<file path="src/rtl/ps2_kbd_rx_if.sv">
`default_nettype none
// ============================================================================
// Module   : ps2_kbd_rx_if
// Brief    : Bus-side keyboard window signals between ps2_kbd_rx and the MMIO bus.
// Revision : 1.0 - initial release
// ============================================================================
interface ps2_kbd_rx_if;
    logic       ps2kb_rd;
    logic [9:0] ps2kb_key;
    logic       ps2_ready;
    logic       ps2_overflow;
    logic       frame_err;

    modport master (
        output ps2kb_rd,
        input  ps2kb_key,
        input  ps2_ready,
        input  ps2_overflow,
        input  frame_err
    );

    modport slave (
        input  ps2kb_rd,
        output ps2kb_key,
        output ps2_ready,
        output ps2_overflow,
        output frame_err
    );
endinterface
`default_nettype wire

</file>
<file path="src/rtl/ps2_kbd_rx.sv">
`default_nettype none
// ============================================================================
// Module   : ps2_kbd_rx
// Brief    : PS/2 keyboard receiver: pin conditioning, frame deframing,
//            E0/F0 prefix folding and a key-code FIFO popped by the bus.
// Revision : 1.0 - initial release
// ============================================================================
module ps2_kbd_rx #(
    parameter int FIFO_AW    = 3,
    parameter int FILTER_LEN = 8,
    parameter int TIMEOUT    = 50000
) (
    input  logic         clk,
    input  logic         rst,
    input  logic         ps2_clk,
    input  logic         ps2_data,
    ps2_kbd_rx_if.slave  bus
);

    localparam int DEPTH = 1 << FIFO_AW;
    localparam int FW    = $clog2(FILTER_LEN + 1);
    localparam int WW    = $clog2(TIMEOUT + 1);
    localparam logic [FW-1:0] c_FILT_LAST = FW'(FILTER_LEN - 1);
    localparam logic [WW-1:0] c_WD_LAST   = WW'(TIMEOUT - 1);

    typedef enum logic [1:0] {
        S_IDLE   = 2'd0,
        S_DATA   = 2'd1,
        S_PARITY = 2'd2,
        S_STOP   = 2'd3
    } state_t;

    logic [1:0]    r_clk_sync;
    logic [1:0]    r_data_sync;
    logic          r_clk_filt;
    logic [FW-1:0] r_filt_cnt;
    logic          r_fall;
    logic          w_data;

    assign w_data = r_data_sync[1];

    // The filtered clock only moves once FILTER_LEN consecutive samples disagree with it.
    always_ff @(posedge clk or negedge rst) begin
        if (!rst) begin
            r_clk_sync  <= 2'b11;
            r_data_sync <= 2'b11;
            r_clk_filt  <= 1'b1;
            r_filt_cnt  <= '0;
            r_fall      <= 1'b0;
        end else begin
            r_clk_sync  <= {r_clk_sync[0], ps2_clk};
            r_data_sync <= {r_data_sync[0], ps2_data};
            r_fall      <= 1'b0;
            if (r_clk_sync[1] == r_clk_filt) begin
                r_filt_cnt <= '0;
            end else if (r_filt_cnt == c_FILT_LAST) begin
                r_clk_filt <= r_clk_sync[1];
                r_filt_cnt <= '0;
                r_fall     <= r_clk_filt;
            end else begin
                r_filt_cnt <= r_filt_cnt + 1'b1;
            end
        end
    end

    state_t        r_state;
    state_t        w_state_nxt;
    logic [2:0]    r_bit_cnt;
    logic [7:0]    r_shift;
    logic          r_parity;
    logic [WW-1:0] r_wd;
    logic          r_ext;
    logic          r_brk;
    logic          r_frame_err;
    logic          w_timeout;
    logic          w_valid;
    logic          w_push;
    logic          w_err;
    logic          w_set_ext;
    logic          w_set_brk;
    logic          w_clr_flags;

    assign w_timeout = (r_state != S_IDLE) && !r_fall && (r_wd == c_WD_LAST);
    assign w_valid   = w_data & (^{r_shift, r_parity});

    always_ff @(posedge clk or negedge rst) begin
        if (!rst) r_state <= S_IDLE;
        else      r_state <= w_state_nxt;
    end

    always_comb begin
        w_state_nxt = r_state;
        w_push      = 1'b0;
        w_err       = 1'b0;
        w_set_ext   = 1'b0;
        w_set_brk   = 1'b0;
        w_clr_flags = 1'b0;
        case (r_state)
            S_IDLE:   if (r_fall && !w_data) w_state_nxt = S_DATA;
            S_DATA:   if (r_fall && r_bit_cnt == 3'd7) w_state_nxt = S_PARITY;
            S_PARITY: if (r_fall) w_state_nxt = S_STOP;
            S_STOP: begin
                if (r_fall) begin
                    w_state_nxt = S_IDLE;
                    if (!w_valid) begin
                        w_err       = 1'b1;
                        w_clr_flags = 1'b1;
                    end else if (r_shift == 8'hE0) begin
                        w_set_ext   = 1'b1;
                    end else if (r_shift == 8'hF0) begin
                        w_set_brk   = 1'b1;
                    end else begin
                        w_push      = 1'b1;
                        w_clr_flags = 1'b1;
                    end
                end
            end
            default:  w_state_nxt = S_IDLE;
        endcase
        // A stalled frame is abandoned silently; prefix flags survive it.
        if (w_timeout) w_state_nxt = S_IDLE;
    end

    always_ff @(posedge clk or negedge rst) begin
        if (!rst) begin
            r_bit_cnt   <= '0;
            r_shift     <= '0;
            r_parity    <= 1'b0;
            r_wd        <= '0;
            r_ext       <= 1'b0;
            r_brk       <= 1'b0;
            r_frame_err <= 1'b0;
        end else begin
            r_frame_err <= w_err;
            if (r_state == S_IDLE || r_fall) r_wd <= '0;
            else                             r_wd <= r_wd + 1'b1;
            if (r_fall) begin
                case (r_state)
                    S_IDLE:   r_bit_cnt <= '0;
                    S_DATA: begin
                        r_shift   <= {w_data, r_shift[7:1]};
                        r_bit_cnt <= r_bit_cnt + 1'b1;
                    end
                    S_PARITY: r_parity <= w_data;
                    default:  ;
                endcase
            end
            if (w_clr_flags) begin
                r_ext <= 1'b0;
                r_brk <= 1'b0;
            end
            if (w_set_ext) r_ext <= 1'b1;
            if (w_set_brk) r_brk <= 1'b1;
        end
    end

    logic [9:0]         r_mem [DEPTH];
    logic [FIFO_AW-1:0] r_wr_ptr;
    logic [FIFO_AW-1:0] r_rd_ptr;
    logic [FIFO_AW:0]   r_count;
    logic               r_rd_prev;
    logic               r_overflow;
    logic               w_empty;
    logic               w_full;
    logic               w_pop;
    logic               w_push_ok;

    assign w_empty   = (r_count == '0);
    assign w_full    = r_count[FIFO_AW];
    // Pop on the falling edge of the read strobe so the head holds for the whole access.
    assign w_pop     = r_rd_prev & ~bus.ps2kb_rd & ~w_empty;
    assign w_push_ok = w_push & (~w_full | w_pop);

    always_ff @(posedge clk) begin
        if (w_push_ok) r_mem[r_wr_ptr] <= {r_brk, r_ext, r_shift};
    end

    always_ff @(posedge clk or negedge rst) begin
        if (!rst) begin
            r_wr_ptr   <= '0;
            r_rd_ptr   <= '0;
            r_count    <= '0;
            r_rd_prev  <= 1'b0;
            r_overflow <= 1'b0;
        end else begin
            r_rd_prev <= bus.ps2kb_rd;
            if (w_push_ok) r_wr_ptr <= r_wr_ptr + 1'b1;
            if (w_pop)     r_rd_ptr <= r_rd_ptr + 1'b1;
            case ({w_push_ok, w_pop})
                2'b10:   r_count <= r_count + 1'b1;
                2'b01:   r_count <= r_count - 1'b1;
                default: ;
            endcase
            if (w_push && !w_push_ok) r_overflow <= 1'b1;
            else if (w_pop)           r_overflow <= 1'b0;
        end
    end

    assign bus.ps2kb_key    = w_empty ? 10'h000 : r_mem[r_rd_ptr];
    assign bus.ps2_ready    = ~w_empty;
    assign bus.ps2_overflow = r_overflow;
    assign bus.frame_err    = r_frame_err;

endmodule
`default_nettype wire

</file>
<file path="src/flat_wrapper.sv">
// flat-port wrapper written by rule: the top's interface ports become plain ports
module ps2_kbd_rx_flat 
#(
    parameter int FIFO_AW    = 3,
    parameter int FILTER_LEN = 8,
    parameter int TIMEOUT    = 50000
)
  (clk, rst, ps2_clk, ps2_data, bus_ps2kb_rd, bus_ps2kb_key, bus_ps2_ready, bus_ps2_overflow, bus_frame_err);
  ps2_kbd_rx_if bus_i ();
  input  logic clk;
  input  logic rst;
  input  logic ps2_clk;
  input  logic ps2_data;
  input wire logic [$bits(bus_i.ps2kb_rd)-1:0] bus_ps2kb_rd;
  output wire logic [$bits(bus_i.ps2kb_key)-1:0] bus_ps2kb_key;
  output wire logic [$bits(bus_i.ps2_ready)-1:0] bus_ps2_ready;
  output wire logic [$bits(bus_i.ps2_overflow)-1:0] bus_ps2_overflow;
  output wire logic [$bits(bus_i.frame_err)-1:0] bus_frame_err;
  assign bus_i.ps2kb_rd = bus_ps2kb_rd;
  assign bus_ps2kb_key = bus_i.ps2kb_key;
  assign bus_ps2_ready = bus_i.ps2_ready;
  assign bus_ps2_overflow = bus_i.ps2_overflow;
  assign bus_frame_err = bus_i.frame_err;
  ps2_kbd_rx #(.FIFO_AW(FIFO_AW), .FILTER_LEN(FILTER_LEN), .TIMEOUT(TIMEOUT)) u_core (.clk(clk), .rst(rst), .ps2_clk(ps2_clk), .ps2_data(ps2_data), .bus(bus_i));
endmodule
</file>
<file path="config.mk">
export PLATFORM = sky130hd
export DESIGN_NAME = ps2_kbd_rx_flat
export DESIGN_NICKNAME = d
export VERILOG_FILES = /design/src/rtl/ps2_kbd_rx_if.sv /design/src/rtl/ps2_kbd_rx.sv /design/src/flat_wrapper.sv
export SDC_FILE = /design/constraint.sdc
export NUM_CORES = 1
export LEC_CHECK = 0
export BUFFER_PORTS_ARGS = -buffer_cell sky130_fd_sc_hd__buf_4
export CAP_MARGIN = 20
export CORE_MARGIN = 2
export CORE_UTILIZATION = 65
export CTS_CLUSTER_DIAMETER = 40
export DETAILED_ROUTE_END_ITERATION = 10
export PLACE_DENSITY = 0.88
export SYNTH_ARGS = -nofsm -noshare
export SYNTH_HDL_FRONTEND = slang
export SYNTH_SLANG_ARGS = --single-unit
</file>
<file path="constraint.sdc">
create_clock -name clk -period 5.4 [get_ports clk]
set_input_delay 0.54 -clock clk [delete_from_list [all_inputs] [get_ports clk]]
set_output_delay 0.54 -clock clk [all_outputs]
set_load 0.01 [all_outputs]
</file>
## Yosys cells after proc, flatten, opt, wreduce, memory -nomap -nowiden

Memory sizes are Yosys's and may differ from the RTL's.
Index checks and enable logic that the tools add are counted.

- Register bits after elaboration: 55
- Latch bits: 0
- Memory bits (writable): 80
- Bits in read-only memories: 0
- Bits of input ports: 5
- Output and inout bits: 13
- Logic and storage cells: 114
- Memories: 1

- Add/subtract/negate cells: 7
- Multiply operators: 0
- Div/mod/pow operators: 0
- Order comparisons: 0
- Equal/unequal tests: 15
- Shifts and indexed selects: 0
- Multiplexer cells: 41
- Bitwise operators: 9
- Reductions and logical operators: 23

Memory list:

| memory | words | bits a word | read ports | clocked after memory_dff | wr ports | line | text |
|---|---|---|---|---|---|---|---|
| u_core.r_mem | 8 | 10 | 1 | 0 | 1 | ps2_kbd_rx.sv:157 | `logic [9:0] r_mem [DEPTH];` |

Operator list:

| kind | number |
|---|---|
| $mux W1 | 29 |
| $add A16 B1 Y16 const B | 1 |
| $eq A16 B16 Y1 const B | 1 |
| $eq A8 B8 Y1 const B | 2 |
| $mux W16 | 1 |
| $ne A3 B1 Y1 const B | 4 |
| $reduce_bool A2 Y1 | 6 |
| $mux W10 | 1 |
| $mux W2 | 5 |
| $add A3 B1 Y3 const B | 3 |
| $reduce_xor A9 Y1 | 1 |
| $add A4 B1 Y4 const B | 2 |
| $mux W4 | 2 |
| $pmux W2 S4 | 1 |
| $pmux W4 S2 | 1 |
| $reduce_and A2 Y1 | 4 |
| $eq A2 B2 Y1 const B | 3 |
| $pmux W3 S2 | 1 |
| $logic_and A1 B1 Y1 | 5 |
| $and A1 B1 Y1 | 4 |
| $eq A2 B1 Y1 const B | 2 |
| $eq A4 B3 Y1 const B | 1 |
| $logic_not A4 Y1 | 1 |
| $not A1 Y1 | 4 |
| 8 further kinds | 10 |

## Logic depth before layout (Yosys ltp)

- Depth after elaboration: 10
- Mapped depth: 11
- Mapped depth without buffers: 11

## Worst setup path before layout

OpenSTA, ideal clock, no wires.

- Path kind: register to register
- From: reg u_core.r_shift[4]
- To: mem u_core.r_mem[0][0], enable pin
- Library setup time: 0.403 ns
- Arrival: 2.525 ns
- Data required time: 4.997 ns
- Setup slack: 2.471 ns
- Cell stages (with the launch flop): 6
- Buffers on the path: 0
- Period minus slack after synthesis: 2.929 ns
- Cells stage by stage: dfrtp_1 -> xnor2_1 -> xnor3_2 -> xnor2_4 -> nand3_4 -> nor4_1

- Cells in the longest elaborated chain, start to end: 9
- Elaborated cells between the ends (all ways): 12
- Classes of those cells: eq/ne: 2; mux: 7; bitwise: 2; reduce/logical: 1

RTL lines:

| what | line | text |
|---|---|---|
| from (decl) | ps2_kbd_rx.sv:69 | `logic [7:0] r_shift;` |
| from (signal assigned) | ps2_kbd_rx.sv:141 | `r_shift <= {w_data, r_shift[7:1]};` |
| $eq A8 B8 Y1 | ps2_kbd_rx.sv:110 | `end else if (r_shift == 8'hF0) begin` |
| $mux W1 | ps2_kbd_rx.sv:110 |  |
| $mux W1 | ps2_kbd_rx.sv:108 | `end else if (r_shift == 8'hE0) begin` |
| $mux W1 (*) | ps2_kbd_rx.sv:105 | `if (!w_valid) begin` |
| $mux W1 (*) | ps2_kbd_rx.sv:103 | `if (r_fall) begin` |
| $mux W1 (*) | ps2_kbd_rx.sv:98 | `case (r_state)` |
| $and A1 B1 Y1 (*) | ps2_kbd_rx.sv:172 | `assign w_push_ok = w_push & (~w_full \| w_pop);` |
| $mux W1 (*) | ps2_kbd_rx.sv:175 | `if (w_push_ok) r_mem[r_wr_ptr] <= {r_brk, r_ext, r_shift};` |
| $mux W1 (implied by the code) (*) | ps2_kbd_rx.sv:175 |  |
| to (decl) | ps2_kbd_rx.sv:157 |  |

Mark *: on every way between the ends. The rest lies on a longest branch, timed or not.

## Worst setup path in the final report

- From: reg u_core.r_shift[4]
- To: reg u_core.r_count[2]

- Cells in the longest elaborated chain, start to end: 9
- Elaborated cells between the ends (all ways): 14
- Classes of those cells: eq/ne: 4; mux: 6; bitwise: 2; reduce/logical: 2

RTL lines:

| what | line | text |
|---|---|---|
| $eq A8 B8 Y1 | ps2_kbd_rx.sv:110 |  |
| $mux W1 | ps2_kbd_rx.sv:110 |  |
| $mux W1 | ps2_kbd_rx.sv:108 |  |
| $mux W1 (*) | ps2_kbd_rx.sv:105 |  |
| $mux W1 (*) | ps2_kbd_rx.sv:103 |  |
| $mux W1 (*) | ps2_kbd_rx.sv:98 |  |
| $and A1 B1 Y1 (*) | ps2_kbd_rx.sv:172 |  |
| $eq A2 B1 Y1 / $eq A2 B2 Y1 (equally long branches) | ps2_kbd_rx.sv:189 | `case ({w_push_ok, w_pop})` |
| $pmux W4 S2 / $reduce_bool A2 Y1 (equally long branches) | n/a |  |
| to (signal assigned) | ps2_kbd_rx.sv:190 | `2'b10: r_count <= r_count + 1'b1;` |
| to (signal assigned) | ps2_kbd_rx.sv:191 | `2'b01: r_count <= r_count - 1'b1;` |
| to (decl) | ps2_kbd_rx.sv:160 | `logic [FIFO_AW:0] r_count;` |

Marked as above.
A chain may end at the register's enable or synchronous reset.

==> results.sh <==
export IMPL_dp_hpwl_um=6220
export IMPL_synth_nets=378
export IMPL_dp_cells=481
export IMPL_critPathRequiredTime_ns=5.80
export IMPL_endpoint_kind="flop"
export IMPL_tightest_slew_ns=1.03
export IMPL_cts_root_buf="clkbuf_8"
export IMPL_ios=18
export IMPL_die_h_um=97.3
export IMPL_tritoncts="done"
export IMPL_num_vias=3039
export IMPL_route_detailed_drc=0
export IMPL_criticalPathCategory="flop to flop"
export IMPL_yosysWarnings=0
export IMPL_ys_seq_elements=135
export IMPL_worstPathBufferInverterCount=0
export IMPL_ant_nets=0
export IMPL_crit_path_max_fanout=13
export IMPL_dr_pass1_iters=5
export IMPL_nets=410
export IMPL_cts_buffer_depth=2
export IMPL_crit_family="XOR/XNOR gates"
export IMPL_antenna_found_initial=0
export IMPL_hp_class="input port to asynchronous set/reset pin"
export IMPL_die_w_um=97.3
export IMPL_syn_avg_cell_area_sq_um=15.7
export IMPL_vias_per_cell=5.92
export IMPL_ys_seq_area_share_pct=66.9
export IMPL_num_rows=34
export IMPL_gr_usage_met2_pct=41.3
export IMPL_cp_slowest_stage_delay_ns=0.59
export IMPL_arrival_ns=3.45
export IMPL_leakage_nw=2.49
export IMPL_hold_slack_ns=0.0703
export IMPL_start_util_pct=65.8
export IMPL_routedWlPerCell_um=19.9
export IMPL_slew_violations=0
export IMPL_synthFlopType="edfxtp_1"
export IMPL_finalCritPeriodShare_pct=56.5
export IMPL_hold_viol_final=0
export IMPL_clock_latency_ns=0.52
export IMPL_path_clk_slew_ns=0.06
export IMPL_design_core_area_sq_mm=0.00859
export IMPL_synth_edf_count=80
export IMPL_cp_cell_sequence="xnor2_1 > xnor3_2 > xnor2_4 > nand3_4 > ha_1 > xor2_1 > ha_1 > a21oi_1 > xor2_1 > nor2_1 > xor2_1"
export IMPL_postCtsSetupRepairBufs=0
export IMPL_area_delta_synth_final_pct=14.9
export IMPL_grt_usage_pct=23.9
export IMPL_post_route_util_pct=75.7
export IMPL_relSlewSlack_pct=31.4
export IMPL_cts_resized=0
export IMPL_tns_ns=0
export IMPL_synthArstFlopShare_pct=40.7
export IMPL_crit_top_cell="xor2_1"
export IMPL_setup_viol=0
export IMPL_synth_cell_area_sq_mm=0.00566
export IMPL_diodes=0
export IMPL_drive_gt1_share_pct=22.7
export IMPL_fin_worst_skew_ns=0.0109
export IMPL_portBuffers=17
export IMPL_grt_busiest_layer="met2"
export IMPL_grt_pass1_vias=3268
export IMPL_cp_slowest_cell="dfrtp_1"
export IMPL_numCtsBuffers=17
export IMPL_status="finished, final reports clean"
export IMPL_cp_start_kind="flop"
export IMPL_holdBufCountCts=0
export IMPL_min_period_ns=3.05
export IMPL_fmax_mhz=328
export IMPL_globalplace_congestion=0.777
export IMPL_drv_cap=0
export IMPL_grt_max_degree=56
export IMPL_use_met3_pct=6.12
export IMPL_dieArea_sq_mm=0.00946
export IMPL_use_met1_pct=29.8
export IMPL_htreeDepth=4
export IMPL_drtIter0Drc=241
export IMPL_pwr_density_cell_mw_per_mm2=365
export IMPL_synthDistinctLibCells=44
export IMPL_routed_wl_um=10200
export IMPL_grt_first_pass_wirelength_um=16900
export IMPL_gr_total_overflow=0
export IMPL_rsz0062_at_grt="no"
export IMPL_fin_area_sq_mm=0.00650
export IMPL_synthCells=360
export IMPL_clock_sinks=135
export IMPL_placed_area_sq_mm=0.00594
export IMPL_ir_drop_uv=317
export IMPL_final_cells=513
[per-layer routing]
layer	routed length, um	share of wire (%)
met1	3760	37
met5	0	0
met2	5740	56
met3	570	5.6
met4	145	1.4
[path summary, 6_finish.rpt]
check	slack [ns]	cells after the start	start	to
worst max-delay path	2.35	11	u_core.r_shift[4]	u_core.r_count[2]
worst min-delay path	0.07	1	rst	u_core.r_wd[15]
worst max register to register	2.35	11	u_core.r_shift[4]	u_core.r_count[2]
worst min register to register	0.35	0	u_core.r_clk_sync[0]	u_core.r_clk_sync[1]
max in group asynchronous	4.90	1	rst	u_core.r_shift[0]
min in group clk	0.13	1	ps2_data	u_core.r_data_sync[0]
[report_power, final]
part / leakage, nW / internal (mW) / switching [mW]
logic: 0.736 / 0.0586 / 0.0952
registers: 1.49 / 1.12 / 0.0315
clock network: 0.268 / 0.621 / 0.444
[cell usage in the layout (no fill, tap or decap), types with 6 or more instances in the layout]
master / instances
a21oi_1: 7
nor3_1: 7
nand3_1: 8
ha_1: 13
nor2_1: 41
xnor2_1: 13
mux2_1: 11
xor2_1: 12
inv_6: 6
edfxtp_1: 80
dfrtp_1: 50
clkbuf_16: 16
buf_4: 22
nand2_1: 15
mux4_2: 20
mux2i_1: 10
[flip-flops by register name, summed over array words and instances (netlist names), 2 cells and up]
register and cells:
u_core.r_shift 8, u_core.r_state 2, u_core.r_wd 16, u_core.r_bit_cnt 3, u_core.r_rd_ptr 3, u_core.r_filt_cnt 4
u_core.r_clk_sync 2, u_core.r_data_sync 2, u_core.r_mem 80, u_core.r_wr_ptr 3, u_core.r_count 4
[layout make-up]
class | count | area (sq um)
Inverter | 6 | 22.5
Multi-Input combinational cell | 210 | 1840
Tap cell | 108 | 135
Clock inverter | 15 | 144
Fill cell | 492 | 2090
Clock buffer | 17 | 414
Sequential cell | 135 | 3780
Timing Repair Buffer | 22 | 165
[cells in the mapped netlist, types with 7 or more instances]
master     n  area (sq um)
edfxtp_1  80          2400
dfrtp_1   50          1250
nor2_1    41           154
mux4_2    20           450
nand2_1   15          56.3
ha_1      13           163
xnor2_1   13           114
xor2_1    12           105
mux2_1    11           124
mux2i_1   10           100
nor3_1     9          45.0
nand3_1    8          40.0
a21oi_1    7          35.0
clkbuf_1   7          26.3
[logic make-up (layout without fill, tap and decap cells)]
kind of cell,count (synthesis),count (layout),share of synthesized area [%]
flip-flops,135,135,66.9
adder cells (fa/ha/maj),13,13,2.88
AND/OR/NAND/NOR,100,100,8.67
multiplexers,43,43,12.4
buffers and inverters,15,60,1.04
XOR/XNOR,29,29,5.35
AO/OA/AOI/OAI,25,25,2.76
[metrics by stage]
stage / total power [mW] / setup WS [ns]
6_report: 2.37 / 2.35
5_1_grt: 2.47 / 2.20
4_1_cts: 2.39 / 2.34
3_5_place_dp: 1.33 / 2.41
3_3_place_gp: 1.31 / 2.50
2_1_floorplan: 1.29 / 2.47
No activity file was read; power rests on OpenSTA's default activity.
